**config.mk**
```make
export PLATFORM = sky130hd
export DESIGN_NAME = memory_bus_master
export DESIGN_NICKNAME = d
export VERILOG_FILES = /design/src/rtl/memory_bus_master.sv
export SDC_FILE = /design/constraint.sdc
export NUM_CORES = 1
export LEC_CHECK = 0
export BUFFER_PORTS_ARGS = -buffer_cell sky130_fd_sc_hd__buf_4
export CAP_MARGIN = 20
export CORE_MARGIN = 2
export CORE_UTILIZATION = 25
export DETAILED_ROUTE_END_ITERATION = 10
export PLACE_DENSITY = 0.46
export SYNTH_ARGS = -nofsm -noshare
export SYNTH_HDL_FRONTEND = slang
export SYNTH_SLANG_ARGS = --single-unit
```
**constraint.sdc**
```tcl
create_clock -name clk -period 4.9 [get_ports clk]
set_clock_uncertainty 0.15 [all_clocks]
set_input_delay 0.245 -clock clk [delete_from_list [all_inputs] [get_ports clk]]
set_output_delay 0.245 -clock clk [all_outputs]
set_load 0.01 [all_outputs]
```
**src/rtl/memory_bus_master.sv**
```systemverilog
// memory_bus_master: single-outstanding initiator for the single-port memory bus.
// Runs an optional chip-enable CSR write after reset, then one command per transaction, one result each.
module memory_bus_master #(
    parameter int ADDR_WIDTH  = 16,
    parameter int DATA_WIDTH  = 32,
    parameter int MEM_SIZE    = 16,
    parameter bit AUTO_EN     = 1'b1,
    parameter int RSP_TIMEOUT = 4
) (
    input  logic                  clk,
    input  logic                  reset,
    input  logic                  cmd_valid,
    output logic                  cmd_ready,
    input  logic                  cmd_wr,
    input  logic [ADDR_WIDTH-1:0] cmd_addr,
    input  logic [DATA_WIDTH-1:0] cmd_wdata,
    output logic                  rsp_valid,
    input  logic                  rsp_ready,
    output logic [DATA_WIDTH-1:0] rsp_rdata,
    output logic                  rsp_err,
    output logic                  mem_wr,
    output logic [ADDR_WIDTH-1:0] mem_addr,
    output logic [DATA_WIDTH-1:0] mem_wdata,
    input  logic [DATA_WIDTH-1:0] mem_rdata,
    input  logic                  mem_response,
    output logic                  init_done,
    output logic [15:0]           wr_count,
    output logic [15:0]           rd_count,
    output logic [15:0]           err_count
);
    typedef enum logic [2:0] {INIT, IDLE, WR, WR_WAIT, RD, RD_CAP, DONE} state_t;
    localparam logic [ADDR_WIDTH-1:0] MEM_LIM = ADDR_WIDTH'(MEM_SIZE);
    localparam logic [7:0]            TMR_MAX = 8'(RSP_TIMEOUT - 1);
    state_t                state_q, state_d;
    logic                  cmd_ready_q, cmd_ready_d, rsp_valid_q, rsp_valid_d, rsp_err_q, rsp_err_d;
    logic                  mem_wr_q, mem_wr_d, init_done_q, init_done_d;
    logic [DATA_WIDTH-1:0] rsp_rdata_q, rsp_rdata_d, mem_wdata_q, mem_wdata_d;
    logic [ADDR_WIDTH-1:0] mem_addr_q, mem_addr_d;
    logic [15:0]           wr_count_q, wr_count_d, rd_count_q, rd_count_d, err_count_q, err_count_d;
    logic [7:0]            tmr_q, tmr_d;
    logic                  is_csr;

    function automatic logic [15:0] sat_inc(input logic [15:0] v);
        return (v == 16'hFFFF) ? v : v + 16'd1;
    endfunction

    assign is_csr = mem_addr_q >= MEM_LIM;

    always_comb begin
        state_d     = state_q;
        cmd_ready_d = 1'b0;
        rsp_valid_d = rsp_valid_q;
        rsp_rdata_d = rsp_rdata_q;
        rsp_err_d   = rsp_err_q;
        mem_wr_d    = 1'b0;
        mem_addr_d  = mem_addr_q;
        mem_wdata_d = mem_wdata_q;
        init_done_d = init_done_q;
        wr_count_d  = wr_count_q;
        rd_count_d  = rd_count_q;
        err_count_d = err_count_q;
        tmr_d       = tmr_q;
        case (state_q)
            INIT: begin
                // First cycle issues the enable strobe, second cycle retires it.
                if (!mem_wr_q) begin
                    mem_wr_d    = 1'b1;
                    mem_addr_d  = ADDR_WIDTH'(32'h20);
                    mem_wdata_d = DATA_WIDTH'(1);
                end else begin
                    state_d     = IDLE;
                    cmd_ready_d = 1'b1;
                    init_done_d = 1'b1;
                end
            end
            IDLE: begin
                if (cmd_valid && cmd_ready_q) begin
                    state_d    = cmd_wr ? WR : RD;
                    mem_wr_d   = cmd_wr;
                    mem_addr_d = cmd_addr;
                    if (cmd_wr) mem_wdata_d = cmd_wdata;
                end else begin
                    cmd_ready_d = 1'b1;
                end
            end
            WR: begin
                state_d = WR_WAIT;
                tmr_d   = 8'd0;
            end
            WR_WAIT: begin
                if (is_csr || mem_response || tmr_q == TMR_MAX) begin
                    state_d     = DONE;
                    rsp_valid_d = 1'b1;
                    rsp_rdata_d = '0;
                    rsp_err_d   = !is_csr && !mem_response;
                    if (!is_csr) begin
                        wr_count_d  = mem_response ? sat_inc(wr_count_q) : wr_count_q;
                        err_count_d = mem_response ? err_count_q : sat_inc(err_count_q);
                    end
                end else begin
                    tmr_d = tmr_q + 8'd1;
                end
            end
            RD: state_d = RD_CAP;
            RD_CAP: begin
                state_d     = DONE;
                rsp_valid_d = 1'b1;
                rsp_rdata_d = mem_rdata;
                rsp_err_d   = 1'b0;
                rd_count_d  = sat_inc(rd_count_q);
            end
            DONE: begin
                if (rsp_ready) begin
                    state_d     = IDLE;
                    rsp_valid_d = 1'b0;
                    cmd_ready_d = 1'b1;
                end
            end
            default: state_d = IDLE;
        endcase
    end

    always_ff @(posedge clk or posedge reset) begin
        if (reset) begin
            state_q     <= AUTO_EN ? INIT : IDLE;
            cmd_ready_q <= 1'b0;
            rsp_valid_q <= 1'b0;
            rsp_rdata_q <= '0;
            rsp_err_q   <= 1'b0;
            mem_wr_q    <= 1'b0;
            mem_addr_q  <= '0;
            mem_wdata_q <= '0;
            init_done_q <= !AUTO_EN;
            wr_count_q  <= '0;
            rd_count_q  <= '0;
            err_count_q <= '0;
            tmr_q       <= '0;
        end else begin
            state_q     <= state_d;
            cmd_ready_q <= cmd_ready_d;
            rsp_valid_q <= rsp_valid_d;
            rsp_rdata_q <= rsp_rdata_d;
            rsp_err_q   <= rsp_err_d;
            mem_wr_q    <= mem_wr_d;
            mem_addr_q  <= mem_addr_d;
            mem_wdata_q <= mem_wdata_d;
            init_done_q <= init_done_d;
            wr_count_q  <= wr_count_d;
            rd_count_q  <= rd_count_d;
            err_count_q <= err_count_d;
            tmr_q       <= tmr_d;
        end
    end

    assign cmd_ready = cmd_ready_q;
    assign rsp_valid = rsp_valid_q;
    assign rsp_rdata = rsp_rdata_q;
    assign rsp_err   = rsp_err_q;
    assign mem_wr    = mem_wr_q;
    assign mem_addr  = mem_addr_q;
    assign mem_wdata = mem_wdata_q;
    assign init_done = init_done_q;
    assign wr_count  = wr_count_q;
    assign rd_count  = rd_count_q;
    assign err_count = err_count_q;
endmodule

```
==> results of run 1 <==
==> per-stage QoR <==
step,setup WS (ns),utilization
after floorplan,0.6387,-
after global placement,2.126,0.3319
after detailed placement,2.050,0.3319
after CTS,2.026,0.3847
after global routing,1.839,0.3869
final,2.068,0.3869
==> layer usage <==
layer  GRT usage  vias to the layer above  wire [µm]
met3     0.04100                       21       1022
met1      0.1682                     2727       7702
li1            -                     2551          -
met5           0                        -          0
met2      0.2461                      165       9704
met4     0.04787                        0        361
==> where the power goes <==
group / switching [mW] / internal (mW) / leakage [nW]
clock network: 0.524 / 0.821 / 0.284
registers: 0.229 / 1.45 / 1.92
logic: 0.833 / 0.788 / 2.55
==> critical path: stages (launching register included) <==
cell     delay, ns
dfrtp_1       0.62
or4bb_1       0.50
nor4_4        0.42
nand2_1       0.22
nand3_2       0.59
a22o_1        0.26
==> state kept, by name, indices dropped and copies added (netlist names) <==
name       cells
rsp_valid      1
state_q        3
mem_wdata     32
mem_addr      16
mem_wr         1
wr_count      16
rsp_rdata     32
tmr_q          8
rsp_err        1
rd_count      16
cmd_ready      1
init_done      1
err_count     16
==> layout make-up <==
class | count | area [µm²]
fill | 2456 | 15310
sequential | 144 | 3603
multi-input combinational | 347 | 2534
timing repair buffer | 296 | 2440
clock buffer | 21 | 450.4
tap | 330 | 412.9
clock inverter | 11 | 156.4
inverter | 15 | 61.31
==> worst paths after layout <==
kind,endpoint,cells after the start
max,rsp_rdata[15],5
min,rsp_rdata[11],3
max reg2reg,rsp_rdata[15],5
min reg2reg,init_done,1
max in group asynchronous,rsp_valid,4
min in group asynchronous,mem_wdata[15],3
==> logic make-up after synthesis <==
group | count (synthesis) | synth area share
and+or+nand+nor | 154 | 0.1367
buffers and inverters | 45 | 0.02834
muxes | 7 | 0.01229
AOI/OAI and AO/OA | 137 | 0.1815
xor gates and xnor gates | 45 | 0.06243
adders and majority gates | 4 | 0.007927
DFF | 144 | 0.5707
==> cell usage in the layout, fill, tap and decap left out, drive strengths merged, types with 4 or more instances in the layout <==
cell         instances
a22o               110
mux2                 6
ha                   4
and4                 5
nand2b               4
o21ai                6
dfrtp              144
buf                225
or4                  4
nand4               17
nor4                 7
dlygate4sd3         71
nor2                32
nand2               33
xor2                27
inv                 17
and3                 5
xnor2               18
a21oi                7
nor3                16
nand3               18
clkbuf              21
==> flow_metrics.py, run 1 <==
metrics = {
    "timing": {
        "hold_slack_ns": 0.01795,
        "worstMarginPinSlew_ns": 0.8334,
        "tns_ns": 0,
        "final_max_slew_viol_count": 0,
        "fin_crit_sh": 0.5780,
        "setup_viol": 0,
        "fmax_mhz": 353.1,
        "slew-limit-headroom": 0.4393,
        "fin_crit_ns": 2.832,
        "rsz0062_at_grt": "no",
        "hold_viol": 0,
    },
    "synthesis": {
        "syn-cell-area_um2": 6314,
        "synth.most_common_cell": "dfrtp_1",
        "synth_top_area_frac": 0.5707,
        "synth_fp_nets": 626,
        "synth-seq-area-share": 0.5707,
        "synth_top_area_cell": "dfrtp_1",
        "synthFlopType": "dfrtp_1",
        "synth_area_leaders": "dfrtp_1, a22o_1, xor2_1",
        "synth_edf_count": 0,
        "avgSynthCellArea_um2": 11.78,
        "async_flop_share": 1.000,
        "postSynthCellCount": 536,
        "synth_cell_types": 48,
        "synth_common_cells": "dfrtp_1, a22o_1, nand2_1, nor2_1, xor2_1",
        "ys_ff_latch": 144,
        "ys.warnings.count": 0,
    },
    "detailed_routing": {
        "wl_per_cell_um": 16.14,
        "drt-total-wl_mm": 18.79,
        "drt-pass1-iter-count": 6,
        "ant_nets": 0,
        "vias": 5464,
        "vias_per_cell": 4.694,
        "drcViolationCount": 0,
        "drt-initial-drc-count": 255,
    },
    "floorplanning": {
        "core_um2": 24960,
        "initial_core_util": 0.2529,
        "pin_count": 219,
        "die_w_um": 162.9,
        "die_y_um": 162.9,
        "fp.dieArea_um2": 26540,
        "rows": 58,
    },
    "final_layout": {
        "area_delta_synth_final_pct": 52.97,
        "antenna_cells": 0,
        "drive_gt1_frac": 0.3321,
        "postLayoutCellArea_um2": 9658,
        "fin_nets": 911,
        "stdcell_count": 1164,
    },
    "global_routing": {
        "grt_use_total": 0.1419,
        "first_global_vias": 5655,
        "grt_max_degree": 111,
        "antenna_found_initial": 0,
        "grt_pass1_wl_mm": 29.68,
        "overflow": 0,
    },
    "clock_network": {
        "cts_sinks": 144,
        "clockRootBuffer": "clkbuf_16",
        "cts_tree": "yes",
        "cts_buffers": 17,
        "clk_path_buf_depth": 2,
        "htree_num_levels": 4,
        "clk_latency_ns": 0.42,
        "postCtsResizedCells": 0,
        "postCtsSetupRepairBufs": 0,
        "clkSlewWorstSetupHoldPaths_ns": 0.07,
        "cts_hold_buf": 71,
    },
    "place": {
        "dpl.hpwl_mm": 12.73,
        "gp_congestion": 0.7324,
        "portBuffers": 218,
        "post_dp_cell_area_um2": 8285,
        "dp_cells": 1059,
    },
    "critical_path": {
        "crit_required_ns": 5.10,
        "crit_path_start": "state_q[0]",
        "cp.arrival_ns": 3.04,
        "crit_fanout": 33,
        "worstReg2RegStart": "state_q[0]",
        "path_class": "reg2reg",
        "rrSetupSlack_ns": 2.07,
        "cp-end-kind": "flip-flop",
        "critPathLaunchType": "flip-flop",
    },
    "pwr": {
        "ir_worst_vdd_mv": 0.2077,
        "leakage_nw": 4.746,
        "power_density_nw_per_um2": 481.2,
        "fin_total_pwr_mw": 4.647,
    },
    "run": {
        "cap_violations": 0,
    },
    "hold_path": {
        "min_from": "mem_rdata[11]",
        "min_path_type": "in2reg",
    },
    "status": {
        "status": "completed",
    },
}
No activity file was read; power rests on OpenSTA's default activity.
==> run 2: changes to the inputs <==
--- a/config.mk
+++ b/config.mk
@@ -5,12 +5,13 @@
 export SDC_FILE = /design/constraint.sdc
 export NUM_CORES = 1
 export LEC_CHECK = 0
+export ABC_AREA = 1
 export BUFFER_PORTS_ARGS = -buffer_cell sky130_fd_sc_hd__buf_4
 export CAP_MARGIN = 20
 export CORE_MARGIN = 2
 export CORE_UTILIZATION = 25
 export DETAILED_ROUTE_END_ITERATION = 10
-export PLACE_DENSITY = 0.46
+export PLACE_DENSITY = 0.45
 export SYNTH_ARGS = -nofsm -noshare
 export SYNTH_HDL_FRONTEND = slang
 export SYNTH_SLANG_ARGS = --single-unit
==> constraint.sdc (replaced) <==
create_clock -name clk -period 2.93 [get_ports clk]
set_clock_uncertainty 0.15 [all_clocks]
set_input_delay 0.1465 -clock clk [delete_from_list [all_inputs] [get_ports clk]]
set_output_delay 0.1465 -clock clk [all_outputs]
set_load 0.01 [all_outputs]
==> run 2 against run 1 <==
Compared with the run above: routed wire length grew 18%; maximum frequency increased by 7.5%; sequential power is 73% higher; clock power is 61% higher; synthesized area grew 11%; die area up 11%; sequential share of layout area fell by 2.8 points; critical endpoint is now err_count[14]; highest routed layer unchanged.
==> flow_metrics.py, run 2 <==
metrics = {
    "detailed_routing": {
        "ant_nets": 0,
        "drt-initial-drc-count": 305,
        "vias_per_cell": 4.325,
        "wl_per_cell_um": 14.22,
        "drt-pass1-iter-count": 5,
        "drcViolationCount": 0,
        "vias": 6755,
        "drt-total-wl_mm": 22.21,
    },
    "clock_network": {
        "cts_buffers": 17,
        "clockRootBuffer": "clkbuf_16",
        "postCtsSetupRepairBufs": 0,
        "clkSlewWorstSetupHoldPaths_ns": 0.06,
        "postCtsResizedCells": 0,
        "cts_tree": "yes",
        "cts_hold_buf": 83,
        "clk_latency_ns": 0.42,
        "clk_path_buf_depth": 2,
        "cts_sinks": 144,
        "htree_num_levels": 4,
    },
    "synthesis": {
        "syn-cell-area_um2": 7012,
        "synthFlopType": "dfrtp_1",
        "synth-seq-area-share": 0.5139,
        "synth.most_common_cell": "nand2_1",
        "ys.warnings.count": 0,
        "async_flop_share": 1.000,
        "synth_area_leaders": "dfrtp_1, nand2_1, nand3_1",
        "ys_ff_latch": 144,
        "synth_cell_types": 32,
        "synth_top_area_cell": "dfrtp_1",
        "avgSynthCellArea_um2": 8.059,
        "synth_common_cells": "nand2_1, dfrtp_1, nand3_1, nor2_1, inv_1",
        "synth_fp_nets": 960,
        "synth_edf_count": 0,
        "postSynthCellCount": 870,
        "synth_top_area_frac": 0.5139,
    },
    "global_routing": {
        "antenna_found_initial": 1,
        "grt_max_degree": 145,
        "grt_pass1_wl_mm": 35.65,
        "grt_use_total": 0.1539,
        "overflow": 0,
        "first_global_vias": 6816,
    },
    "timing": {
        "hold_slack_ns": 0.09226,
        "fin_crit_ns": 2.634,
        "fin_crit_sh": 0.8991,
        "rsz0062_at_grt": "no",
        "fmax_mhz": 379.6,
        "slew-limit-headroom": 0.3533,
        "final_max_slew_viol_count": 0,
        "setup_viol": 0,
        "tns_ns": 0,
        "hold_viol": 0,
        "worstMarginPinSlew_ns": 0.9664,
    },
    "status": {
        "status": "completed",
    },
    "final_layout": {
        "fin_nets": 1260,
        "fill_cells": 2965,
        "stdcell_count": 1562,
        "postLayoutCoreUtil": 0.3767,
        "area_delta_synth_final_pct": 48.84,
        "multi_input_area_um2": 3000,
        "regArea_um2": 3603,
        "mostFrequentLayoutCells": "nand2_1, buf_4, dfrtp_1",
        "drive_gt1_frac": 0.2367,
        "final_common_cell": "nand2_1",
        "postLayoutCellArea_um2": 10440,
    },
    "pwr": {
        "ir_worst_vdd_mv": 0.3080,
        "leakage_nw": 5.308,
        "power_density_nw_per_um2": 761.7,
    },
    "floorplanning": {
        "die_y_um": 171.5,
        "core_um2": 27710,
        "rows": 61,
        "fp.dieArea_um2": 29400,
        "pin_count": 219,
        "initial_core_util": 0.2531,
        "die_w_um": 171.5,
    },
    "critical_path": {
        "critPathLaunchType": "flip-flop",
        "cp-end-kind": "flip-flop",
        "crit_required_ns": 3.08,
        "cp.arrival_ns": 2.78,
        "crit_fanout": 14,
        "path_class": "reg2reg",
    },
    "place": {
        "dp_cells": 1446,
        "portBuffers": 218,
        "gp_congestion": 0.7989,
        "dpl.hpwl_mm": 15.07,
        "post_dp_cell_area_um2": 9030,
    },
    "hold_path": {
        "min_path_type": "in2reg",
    },
    "run": {
        "cap_violations": 0,
    },
}
==> run 2: area by class of cell <==
| class | count | share of cell area |
|---|---|---|
| Clock buffer | 20 | 0.04184 |
| Clock inverter | 12 | 0.01307 |
| Sequential cell | 144 | 0.3453 |
| Multi-Input combinational cell | 636 | 0.2875 |
| Inverter | 60 | 0.02194 |
| Antenna cell | 1 | 0.0002398 |
| Timing Repair Buffer | 311 | 0.2448 |
| Tap cell | 378 | 0.04532 |
==> run 2: path summary, 6_finish.rpt <==
kind,start,endpoint,slack (ns),cells after the start
setup reg to reg,err_count[0],err_count[14],0.30,9
setup / recovery,err_count[0],err_count[14],0.30,9
hold reg to reg,rsp_rdata[1],rsp_rdata[1],0.32,2
max in group asynchronous,reset,err_count[2],1.62,4
min in group asynchronous,reset,rd_count[15],0.37,4
hold / removal,cmd_valid,state_q[0],0.09,4
==> run 2: metal layers <==
metal	part of all wire	vias up	global-route usage
met5	0	-	0
met4	0.0073	0	0.03979
met3	0.059	8	0.04280
met2	0.48	155	0.2616
met1	0.45	3198	0.1921
li1	-	3394	-
==> run 2: power by group <==
group | internal [mW] | switching, mW | total (mW)
Sequential | 2.54 | 0.373 | 2.91
Clock | 1.26 | 0.905 | 2.16
Combinational | 1.25 | 1.63 | 2.87
==> run 2: logic make-up after synthesis <==
group                      Yosys count  share of synthesized area
and+or+nand+nor                    552                     0.3348
xor gates and xnor gates            38                    0.04747
DFF                                144                     0.5139
AOI/OAI and AO/OA                   42                    0.03854
buffers and inverters               90                    0.05817
adders and majority gates            4                   0.007138
==> run 2: critical path: stages (launching register included) <==
cell,delay (ns)
dfrtp_1,0.43
ha_1,0.29
inv_1,0.09
nor2_2,0.05
nand2_1,0.09
nor2_1,0.06
nor2_1,0.73
nand3_2,0.42
nand2_1,0.15
nand2_1,0.06
==> run 2: per-stage QoR <==
stage	power, mW	setup slack [ns]
final	7.949	0.2956
after global routing	8.527	0.05536
after CTS	8.106	0.2372
after detailed placement	5.773	0.2503
after global placement	5.769	0.2374
after floorplan	4.374	0.8285
==> run 3: changes to the inputs <==
--- a/config.mk
+++ b/config.mk
@@ -11,7 +11,7 @@
 export CORE_MARGIN = 2
 export CORE_UTILIZATION = 25
 export DETAILED_ROUTE_END_ITERATION = 10
-export PLACE_DENSITY = 0.45
+export PLACE_DENSITY = 0.46
 export SYNTH_ARGS = -nofsm -noshare
 export SYNTH_HDL_FRONTEND = slang
 export SYNTH_SLANG_ARGS = --single-unit
==> constraint.sdc (replaced) <==
create_clock -name clk -period 2.4 [get_ports clk]
set_clock_uncertainty 0.15 [all_clocks]
set_input_delay 0.12 -clock clk [delete_from_list [all_inputs] [get_ports clk]]
set_output_delay 0.12 -clock clk [all_outputs]
set_load 0.01 [all_outputs]
==> run 3 against run 2 <==
Compared with the run above: power increased by 23%; critical path depth unchanged; die area unchanged; combinational power increased by 25%; sequential share of layout area decreased by 0.38 points.
==> flow_metrics.py, run 3 (synthesis results as in run 2) <==
metrics = {
    "detailed_routing": {
        "wl_per_cell_um": 13.96,
        "vias_per_cell": 4.276,
        "drt-pass1-iter-count": 4,
        "vias": 6709,
        "drcViolationCount": 0,
        "drt-total-wl_mm": 21.91,
        "ant_nets": 0,
        "drt-initial-drc-count": 316,
    },
    "global_routing": {
        "grt_use_total": 0.1515,
        "antenna_found_initial": 0,
        "first_global_vias": 6645,
        "overflow": 0,
        "grt_pass1_wl_mm": 35.21,
        "grt_max_degree": 53,
    },
    "critical_path": {
        "critPathLaunchType": "flip-flop",
        "critPathMaxStageDelay_ns": 0.54,
        "crit_required_ns": 2.60,
        "path_cells": "ha_1, nand3_1, o21ai_1, nor2_1, buf_4, nor2_1, nand3_1, nand2_1, dlygate4sd3_1",
        "worstReg2RegStart": "tmr_q[0]",
        "crit_path_start": "tmr_q[0]",
        "cp-end-kind": "flip-flop",
        "cp.arrival_ns": 2.45,
        "crit_slowest_cell": "dlygate4sd3_1",
        "crit_fanout": 5,
        "path_class": "reg2reg",
    },
    "hold_path": {
        "min_path_type": "in2reg",
        "min_from": "mem_response",
    },
    "pwr": {
        "p_int_mw": 6.189,
        "fin_total_pwr_mw": 9.792,
        "pwr-share-comb": 0.365,
        "power_frac_seq": 0.364,
        "switching_power_mw": 3.602,
        "leakage_nw": 5.363,
        "ir_worst_vdd_mv": 0.5338,
        "clkPwrFrac": 0.271,
        "p_sw_frac": 0.3679,
        "power_density_nw_per_um2": 927.8,
    },
    "timing": {
        "rsz0062_at_grt": "no",
        "fmax_mhz": 444.1,
        "tns_ns": 0,
        "final_max_slew_viol_count": 0,
        "worstMarginPinSlew_ns": 0.6026,
        "slew-limit-headroom": 0.5975,
        "setup_viol": 0,
        "worst_slack_ns": 0.1483,
        "fin_crit_ns": 2.252,
        "fin_crit_sh": 0.9382,
        "hold_viol": 0,
    },
    "floorplanning": {
        "core_um2": 27710,
        "fp.dieArea_um2": 29400,
        "die_w_um": 171.5,
        "die_y_um": 171.5,
        "pin_count": 219,
        "rows": 61,
        "initial_core_util": 0.2531,
    },
    "status": {
        "status": "completed",
    },
    "run": {
        "cap_violations": 0,
    },
    "final_layout": {
        "multi_input_area_um2": 3013,
        "mostFrequentLayoutCells": "nand2_1, buf_4, dfrtp_1",
        "postLayoutCoreUtil": 0.3809,
        "antenna_cells": 0,
        "final_common_cell": "nand2_1",
        "drive_gt1_frac": 0.2452,
        "area_delta_synth_final_pct": 50.52,
        "fill_cells": 2899,
        "stdcell_count": 1569,
        "fin_nets": 1268,
        "regArea_um2": 3603,
    },
    "place": {
        "dp_cells": 1454,
        "dpl.hpwl_mm": 15.30,
        "portBuffers": 218,
        "gp_congestion": 0.8054,
        "pre_cts_slack_ns": 0.3617,
    },
    "clock_network": {
        "clk_path_buf_depth": 2,
        "clockRootBuffer": "clkbuf_16",
        "cts_sinks": 144,
        "clk_latency_ns": 0.42,
        "cts_buffers": 17,
        "cts_tree": "yes",
        "htree_num_levels": 4,
        "clkSlewWorstSetupHoldPaths_ns": 0.06,
        "postCtsSetupRepairBufs": 0,
    },
}
run 3: changes by cell type in the layout (fill, tap and decap cells not counted), moves of 3 or more:
cell      change
buf_4         +4
buf_12        +3
clkinv_4      -4
inv_6         +4
run 3: per-layer routing:
layer | vias to the layer above | routed length [µm] | GRT usage
li1 | 3408 | - | -
met1 | 3130 | 10080 | 0.2005
met2 | 154 | 10160 | 0.2390
met3 | 17 | 1384 | 0.04625
met4 | 0 | 295 | 0.04274
met5 | - | 0 | 0
run 3: through the flow:
stage               cell area (µm²)  hold WS (ns)
finish                        10550       0.03621
floorplan                      7015       0.08662
CTS                           10540       0.04078
global route                  10550       0.05115
detailed placement             9128       0.07871
global placement               9128       0.07963
run 3: final timing paths:
check	endpoint	slack [ns]	cells past startpoint
hold / removal	rsp_err	0.04	4
hold reg to reg	rsp_rdata[20]	0.32	2
max in group asynchronous	rsp_rdata[4]	1.23	4
setup / recovery	state_q[2]	0.15	9
min in group asynchronous	mem_addr[1]	0.19	3
setup reg to reg	state_q[2]	0.15	9
run 3: worst max-delay path: cells and delay by family, from the launching register on:
kind | cells | cell delay (ns)
buffers and inverters | 2 | 0.69
and+or+nand+nor | 5 | 0.43
DFF | 1 | 0.39
adders and majority gates | 1 | 0.26
AOI/OAI and AO/OA | 1 | 0.26
run 3: area by class of cell:
class | instances | area share
Inverter | 60 | 0.02170
Tap cell | 378 | 0.04481
Sequential cell | 144 | 0.3414
Clock inverter | 12 | 0.01162
Clock buffer | 20 | 0.04327
Timing Repair Buffer | 319 | 0.2517
Multi-Input combinational cell | 636 | 0.2855
run 3: repair_timing:
action | 4_1_cts | 5_1_grt
hold buffers | 83 | 0
endpoints found under the hold margin | 105 | 0
setup endpoints to repair | 0 | 1
resized for setup | 0 | 4
run 3: power groups by stage:
stage / logic, mW / clock network (mW) / registers [mW]
after floorplan: 1.51 / 0 / 3.83
after global placement: 3.49 / 0 / 3.60
after detailed placement: 3.50 / 0 / 3.58
after CTS: 3.62 / 2.75 / 3.56
after global routing: 3.96 / 2.84 / 3.65
final: 3.58 / 2.65 / 3.56
